[src/rtl/prog_mem_pkg.sv]
// prog_mem_pkg: shared state encoding and depth helper for the program memory
package prog_mem_pkg;
  typedef enum logic [1:0] {CLEAR, IDLE, LOAD} state_t;
  function automatic int unsigned mem_depth(input int unsigned aw);
    return 32'd1 << aw;
  endfunction
endpackage

[src/rtl/prog_mem_array.sv]
// prog_mem_array: single write port storage with a registered read port
module prog_mem_array
  import prog_mem_pkg::*;
#(
  parameter int DATA_SIZE = 6,
  parameter int ADDR_SIZE = 5
) (
  input  logic                 clk,
  input  logic                 rstn,
  input  logic                 we,
  input  logic [ADDR_SIZE-1:0] waddr,
  input  logic [DATA_SIZE-1:0] wdata,
  input  logic                 re,
  input  logic [ADDR_SIZE-1:0] raddr,
  output logic [DATA_SIZE-1:0] rdata
);
  logic [DATA_SIZE-1:0] mem [mem_depth(ADDR_SIZE)];
  always_ff @(posedge clk)
    if (we) mem[waddr] <= wdata;
  // storage itself is never reset; only the read register is, so fetch_data starts at 0
  always_ff @(posedge clk or negedge rstn)
    if (!rstn) rdata <= '0;
    else if (re) rdata <= mem[raddr];
endmodule

[src/rtl/prog_mem_ld.sv]
// prog_mem_ld: program memory with power-on clear sweep, streamed loader and registered fetch port
module prog_mem_ld
  import prog_mem_pkg::*;
#(
  parameter int DATA_SIZE = 6,
  parameter int ADDR_SIZE = 5
) (
  input  logic                 clk,
  input  logic                 rstn,
  input  logic                 fetch_req,
  input  logic [ADDR_SIZE-1:0] fetch_addr,
  output logic                 fetch_ready,
  output logic                 fetch_valid,
  output logic [DATA_SIZE-1:0] fetch_data,
  input  logic                 ld_start,
  input  logic [ADDR_SIZE-1:0] ld_base,
  input  logic                 ld_valid,
  input  logic [DATA_SIZE-1:0] ld_data,
  input  logic                 ld_last,
  output logic                 ld_ready,
  output logic                 ld_done,
  output logic [ADDR_SIZE:0]   ld_count,
  output logic                 mem_ready
);
  localparam logic [ADDR_SIZE:0] CNT_MAX = (ADDR_SIZE+1)'(mem_depth(ADDR_SIZE));
  state_t state;
  logic [ADDR_SIZE-1:0] clr_ptr, wr_ptr, waddr;
  logic [DATA_SIZE-1:0] wdata;
  logic ld_fire, fetch_fire, we;
  assign ld_fire = ld_ready & ld_valid;
  assign fetch_fire = fetch_ready & fetch_req;
  assign mem_ready = fetch_ready;
  always_comb begin
    we = (state == CLEAR) | ld_fire;
    waddr = (state == CLEAR) ? clr_ptr : wr_ptr;
    wdata = (state == CLEAR) ? '0 : ld_data;
  end
  always_ff @(posedge clk or negedge rstn)
    if (!rstn) begin
      state <= CLEAR;
      clr_ptr <= '0;
      wr_ptr <= '0;
      fetch_ready <= 1'b0;
      fetch_valid <= 1'b0;
      ld_ready <= 1'b0;
      ld_done <= 1'b0;
      ld_count <= '0;
    end else begin
      fetch_valid <= fetch_fire;
      ld_done <= 1'b0;
      case (state)
        CLEAR: begin
          clr_ptr <= clr_ptr + 1'b1;
          if (&clr_ptr) begin
            state <= IDLE;
            fetch_ready <= 1'b1;
          end
        end
        IDLE: if (ld_start) begin
          wr_ptr <= ld_base;
          ld_count <= '0;
          state <= LOAD;
          fetch_ready <= 1'b0;
          ld_ready <= 1'b1;
        end
        LOAD: if (ld_fire) begin
          wr_ptr <= wr_ptr + 1'b1;
          if (ld_count != CNT_MAX) ld_count <= ld_count + 1'b1;
          if (ld_last) begin
            state <= IDLE;
            ld_done <= 1'b1;
            ld_ready <= 1'b0;
            fetch_ready <= 1'b1;
          end
        end
        default: state <= CLEAR;
      endcase
    end
  prog_mem_array #(.DATA_SIZE(DATA_SIZE), .ADDR_SIZE(ADDR_SIZE)) u_array (
    .clk(clk),
    .rstn(rstn),
    .we(we),
    .waddr(waddr),
    .wdata(wdata),
    .re(fetch_fire),
    .raddr(fetch_addr),
    .rdata(fetch_data)
  );
endmodule

[config.mk]
export PLATFORM = sky130hd
export DESIGN_NAME = prog_mem_ld
export DESIGN_NICKNAME = d
export VERILOG_FILES = /design/src/rtl/prog_mem_pkg.sv /design/src/rtl/prog_mem_array.sv /design/src/rtl/prog_mem_ld.sv
export SDC_FILE = /design/constraint.sdc
export NUM_CORES = 1
export LEC_CHECK = 0
export ABC_AREA = 1
export ABC_CLOCK_PERIOD_IN_PS = 2200
export CAP_MARGIN = 30
export CORE_MARGIN = 2
export CORE_UTILIZATION = 40
export CTS_CLUSTER_SIZE = 30
export DETAILED_ROUTE_END_ITERATION = 16
export PLACE_DENSITY_LB_ADDON = 0.3
export SYNTH_ARGS = -nofsm -noshare
export SYNTH_HDL_FRONTEND = slang
export SYNTH_HIERARCHICAL = 1
export SYNTH_SLANG_ARGS = --single-unit
[constraint.sdc]
create_clock -name clk -period 2.2 [get_ports clk]
set_input_delay 0.44 -clock clk [delete_from_list [all_inputs] [get_ports clk]]
set_output_delay 0.44 -clock clk [all_outputs]
set_load 0.01 [all_outputs]
# --- Yosys cells after proc, flatten, opt, wreduce, memory -nomap -nowiden ---
# Memories as Yosys holds them, arrays and structs flattened. A register that Yosys moved wholly into a read port is not among the register bits.
# Cells that the tools add are included.
totals:
  ram_bits: 192
  inputBits: 22
  output_inout_bits: 17
  ff_bits: 22
  elab_cells: 61
  n_memories: 1
classes:
  addsub: 3
  n_reduce_logical: 10
  mux: 28
  n_eq_ne: 8
  bitwise_logic: 3
memory_table:
  columns: ["memory", "depth", "width", "rd", "rd_clocked_by_memory_dff", "write_ports", "line_no", "text"]
  rows:
  - ["u_array.mem", 32, 6, 1, 1, 1, "prog_mem_array.sv:17", "logic [DATA_SIZE-1:0] mem [mem_depth(ADDR_SIZE)];"]
ops:
  columns: ["operator", "count"]
  rows:
  - ["$mux W6", 4]
  - ["$mux W5", 3]
  - ["$mux W1", 12]
  - ["$pmux W6 S2", 1]
  - ["$reduce_and A4 Y1", 3]
  - ["$add A5 B1 Y5 const B", 2]
  - ["$pmux W5 S2", 1]
  - ["$reduce_and A5 Y1", 2]
  - ["$mux W2", 4]
  - ["$ne A2 B2 Y1 const B", 4]
  - ["$add A6 B1 Y6 const B", 1]
  - ["$ne A6 B6 Y1 const B", 1]
  - ["$pmux W2 S3", 1]
  - ["$pmux W1 S3", 1]
  - ["$reduce_and A3 Y1", 1]
  - ["$reduce_bool A3 Y1", 1]
  - ["$and A1 B1 Y1", 2]
  - ["$eq A2 B1 Y1 const B", 1]
  - ["$eq A2 B2 Y1 const B", 1]
  - ["$logic_not A2 Y1", 1]
  - ["$ne A2 B1 Y1 const B", 1]
  - ["$pmux W1 S2", 1]
  - ["$reduce_bool A2 Y1", 1]
  - ["$logic_not A1 Y1", 1]
  - ["$or A1 B1 Y1", 1]

# --- Logic depth before layout (Yosys ltp) ---
# Gate-level depths: netlist of the first run.
logic_depth:
  depth_word: 4
  depth_mapped: 12
  depth_no_buf: 9

# --- Hierarchy ---
# Netlist of the first run, hierarchy kept.
by_module_without_submodules:
  columns: ["mod", "seq_area_each_um2", "cells_per_inst", "area_each_um2", "instances"]
  rows:
  - ["prog_mem_array", 5915.7, 705, 8126.5, 1]
  - ["prog_mem_ld", 550.5, 168, 1306.3, 1]

# --- Least setup slack after synthesis of the first run ---
# OpenSTA, ideal clock, no wires.
synth_path:
  kind: "reg-to-reg"
  from: "register state[1]"
  to: "memory u_array.mem[29][0], enable pin"
  arrival_ns: 1.709
  path_stages_with_launch: 6
  synth_period_minus_slack_ns: 2.059
  path_buffers: 0
  slack_ns: 0.141
  setup_time_ns: 0.350
  t_required_ns: 1.850
  path_cell_list: "dfrtp_1 > nor2_2 > inv_2 > o21ai_0 > nand3_1 > nor2_1"
synth_via:
  word_cells_on_any_way: 5
  cone_classes: "3 x mux; 1 x bitwise; 1 x reduce/logical"
synth_lines:
  columns: ["item", "line_no", "text"]
  rows:
  - ["start: declaration", "prog_mem_ld.sv:26", "state_t state;"]
  - ["start signal: assignment", "prog_mem_ld.sv:40", "state <= CLEAR;"]
  - ["start signal: assignment", "prog_mem_ld.sv:55", "state <= IDLE;"]
  - ["start signal: assignment", "prog_mem_ld.sv:62", "state <= LOAD;"]
  - ["$logic_not A2 Y1", "prog_mem_ld.sv:35", "waddr = (state == CLEAR) ? clr_ptr : wr_ptr;"]
  - ["$mux W5", "prog_mem_ld.sv:35", null]
  - ["via waddr[4]", "prog_mem_ld.sv:27", "logic [ADDR_SIZE-1:0] clr_ptr, wr_ptr, waddr;"]
  - ["end: declaration", "prog_mem_array.sv:17", null]
# The timed path passes the listed nets, and every way through them passes these cells.

# --- Worst setup path after layout of the first run ---
layout_path:
  from: "register state[0]"
  to: "memory u_array.mem[14][2], enable pin"
# Same word-level chain as after synthesis.

==> metrics.txt, run 1 <==
status finished clean; antenna violations before repair 0; DRC 0; worst min-delay path category input pin to asynchronous set/reset pin; Max transition margin 67.6%; CTS tree built; area grow syn2layout 20.6%; Leak 4.44 nW; Setup Buffers After CTS 0; post-synthesis sequential area ratio between 60% and 70%; final setup margin 0.173 ns; crit end category flop; Clock transition at path regs 0.07 ns; synthesized area 9430 µm²; Worst EP required 2.43 ns; DR pass1 iterations 5; Num CTS Buffers 24; Inserted Diodes 0; first-pass GRT wire length around 35,000 µm; Slew Viols, Final 0; total negative slack 0 ns; IO Port Bufs 38; RSZ-0062 raised after global routing no; placement row count 56; crit-path cells nor2_2 -> buf_4 -> nand2_1 -> nand2_1 -> nand3_1 -> nor2_1 -> buf_4; Crit path largest cell delay 0.41 ns; clock sink total 220; slowest cell on the critical path dfrtp_1; post-synthesis register bit count 220; GRT Util Overall 18.4%; CP Max Fanout 17; post-layout util 48.7%; final setup fails 0; via count around 6,400; Syn Nets 900; GPL Wtd Cong around 0.81; chip height approximately 160 µm; final net count 982; ANT nets after route 0; Setup WS pre-CTS 0.100 ns; Synth Area per Inst 10.8 µm²; grt ovf 0; Initial Utilization approximately two fifths; skew final 0.0165 ns; Tot Pwr roughly 0.013 W; Tmin final about 2.0 ns; htree depth 1; initial drt markers 533; Mapped Cells 873; Fin Hold WS 0.309 ns; Max clock buf depth 3; final worst path period share ~90%; Worst Tran Pin Value 0.485 ns; PD cells 1160 nW/µm²; WL/cell between 15 and 20 µm; largest net degree at the start of global routing just over 60; die width between 150 and 200 µm; synth unique cells 29; crit path kind flop to flop; clk_lat worst skew between 0.5 and 0.6 ns; Max-Cap Viols 0; Avg Vias per Cell 4.99; Final Hold Fails 0; CTS root buf clkbuf_16; YS warnings 6; CP Launch Type flop; placed wire-length estimate 13,800 µm; DIE AREA 24,800 µm²; Total Wirelength 22,100 µm; IO Pins 39; WP data arrival 2.25 ns; Core ar. 23,300 µm²; Max VDD drop 559 µV; Achievable Freq 493 MHz; share of layout cells above drive strength 1 13.1%; vias in the first global route 6,373
## worst paths after layout
path / start / end / slack [ns] / cells past startpoint
worst max-delay path: state[0] / u_array/mem[14][2] / 0.17 / 7
worst min-delay path: rstn / fetch_valid / 0.31 / 2
worst max register to register: state[0] / u_array/mem[14][2] / 0.17 / 7
worst min register to register: u_array/rdata[2] / u_array/rdata[2] / 0.49 / 2
max in group asynchronous: rstn / wr_ptr[4] / 1.61 / 2
min in group clk: u_array/rdata[2] / u_array/rdata[2] / 0.49 / 2
## Yosys cell counts
cell,instances,share of area [%]
edfxtp_1,192,61
nand3_2,1,0.11
inv_1,30,1.2
buf_6,7,0.84
o21bai_1,2,0.16
buf_1,3,0.12
xor2_1,2,0.19
a21oi_1,1,0.053
nand2_4,2,0.24
ha_1,5,0.66
buf_4,7,0.56
xnor2_1,2,0.19
nand4_1,2,0.13
or2_2,2,0.13
o21ai_2,6,0.56
o211ai_1,2,0.16
o2111ai_1,1,0.093
nand2_2,2,0.13
o21ai_0,14,0.74
clkbuf_1,5,0.20
inv_4,1,0.066
inv_2,3,0.12
nand3_1,181,9.6
nor2_2,2,0.13
nor2_1,48,1.9
buf_2,20,1.1
nand4_2,1,0.13
nand2_1,301,12
dfrtp_1,28,7.4
## critical path, delay by kind of cell, from the launching register on
kind	cells	cell delay (ns)
and+or+nand+nor	5	0.90
DFF	1	0.41
buffers and inverters	2	0.42
## metal layers
metal,vias up,track usage [%],part of all wire (%)
li1,3163,-,-
met2,157,30.0,48
met4,0,6.67,3.0
met1,3077,25.2,45
met5,-,0,0
met3,51,2.64,4.6
## kinds of logic (layout without fill, tap and decap cells)
logic type	count (synthesis)	after routing	share of synthesized area, %
and+or+nand+nor	542	542	24.5
AOI/OAI and AO/OA	26	26	1.76
adders and majority gates	5	5	0.663
xor gates and xnor gates	4	4	0.371
DFF	220	220	68.6
buffers and inverters	76	176	4.15
## registers in the layout, summed over array words and instances, names as in the netlist
register	count
ld_done	1
fetch_valid	1
ld_ready	1
ld_count	6
wr_ptr	5
u_array/mem	192
state	2
clr_ptr	5
fetch_ready	1
u_array/rdata	6
## metrics by stage
step / std cells / instance area [µm²]
2_1_floorplan: 873 / 9430
3_3_place_gp: 1248 / 10500
3_5_place_dp: 1248 / 10500
4_1_cts: 1292 / 11400
5_1_grt: 1292 / 11400
6_report: 1292 / 11400
## cell type report
| class | instances | area, µm² |
|---|---|---|
| clock buffer | 33 | 697 |
| clock inverter | 11 | 145 |
| fill | 2104 | 12000 |
| inverter | 34 | 130 |
| multi-input combinational | 577 | 2590 |
| sequential | 220 | 6470 |
| tap | 319 | 399 |
| timing repair buffer | 98 | 946 |
## report_power, final
group          internal [W]  switching, W
combinational       0.00109       0.00208
sequential          0.00558      0.000275
clock               0.00259       0.00162
## placed cells by master (no fill, tap or decap), types with 6 or more instances in the layout
| master | n |
|---|---|
| o21ai_0 | 12 |
| nand2_1 | 301 |
| buf_4 | 50 |
| dfrtp_1 | 28 |
| inv_1 | 30 |
| nor2_2 | 8 |
| clkdlybuf4s50_1 | 36 |
| clkbuf_16 | 26 |
| nand3_1 | 181 |
| edfxtp_1 | 192 |
| nor2_1 | 42 |
| buf_12 | 10 |
| o21ai_2 | 6 |
## timing repair
| action | CTS | global route |
|---|---|---|
| setup endpoints to repair | 0 | 20 |
| hold buffers | 0 | 0 |
| gates resized for setup | 0 | 2 |
| endpoints found under the hold margin | 0 | 0 |
Power figures use the tool's default switching activity.
==> inputs of run 2 (changes only) <==
--- a/config.mk
+++ b/config.mk
@@ -12,6 +12,7 @@
 export CORE_UTILIZATION = 40
 export CTS_CLUSTER_SIZE = 30
 export DETAILED_ROUTE_END_ITERATION = 16
+export GPL_ROUTABILITY_DRIVEN = 0
 export PLACE_DENSITY_LB_ADDON = 0.3
 export SYNTH_ARGS = -nofsm -noshare
 export SYNTH_HDL_FRONTEND = slang
==> results of run 2 <==
Final layout, timing and power as in run 1 (identical DEF).
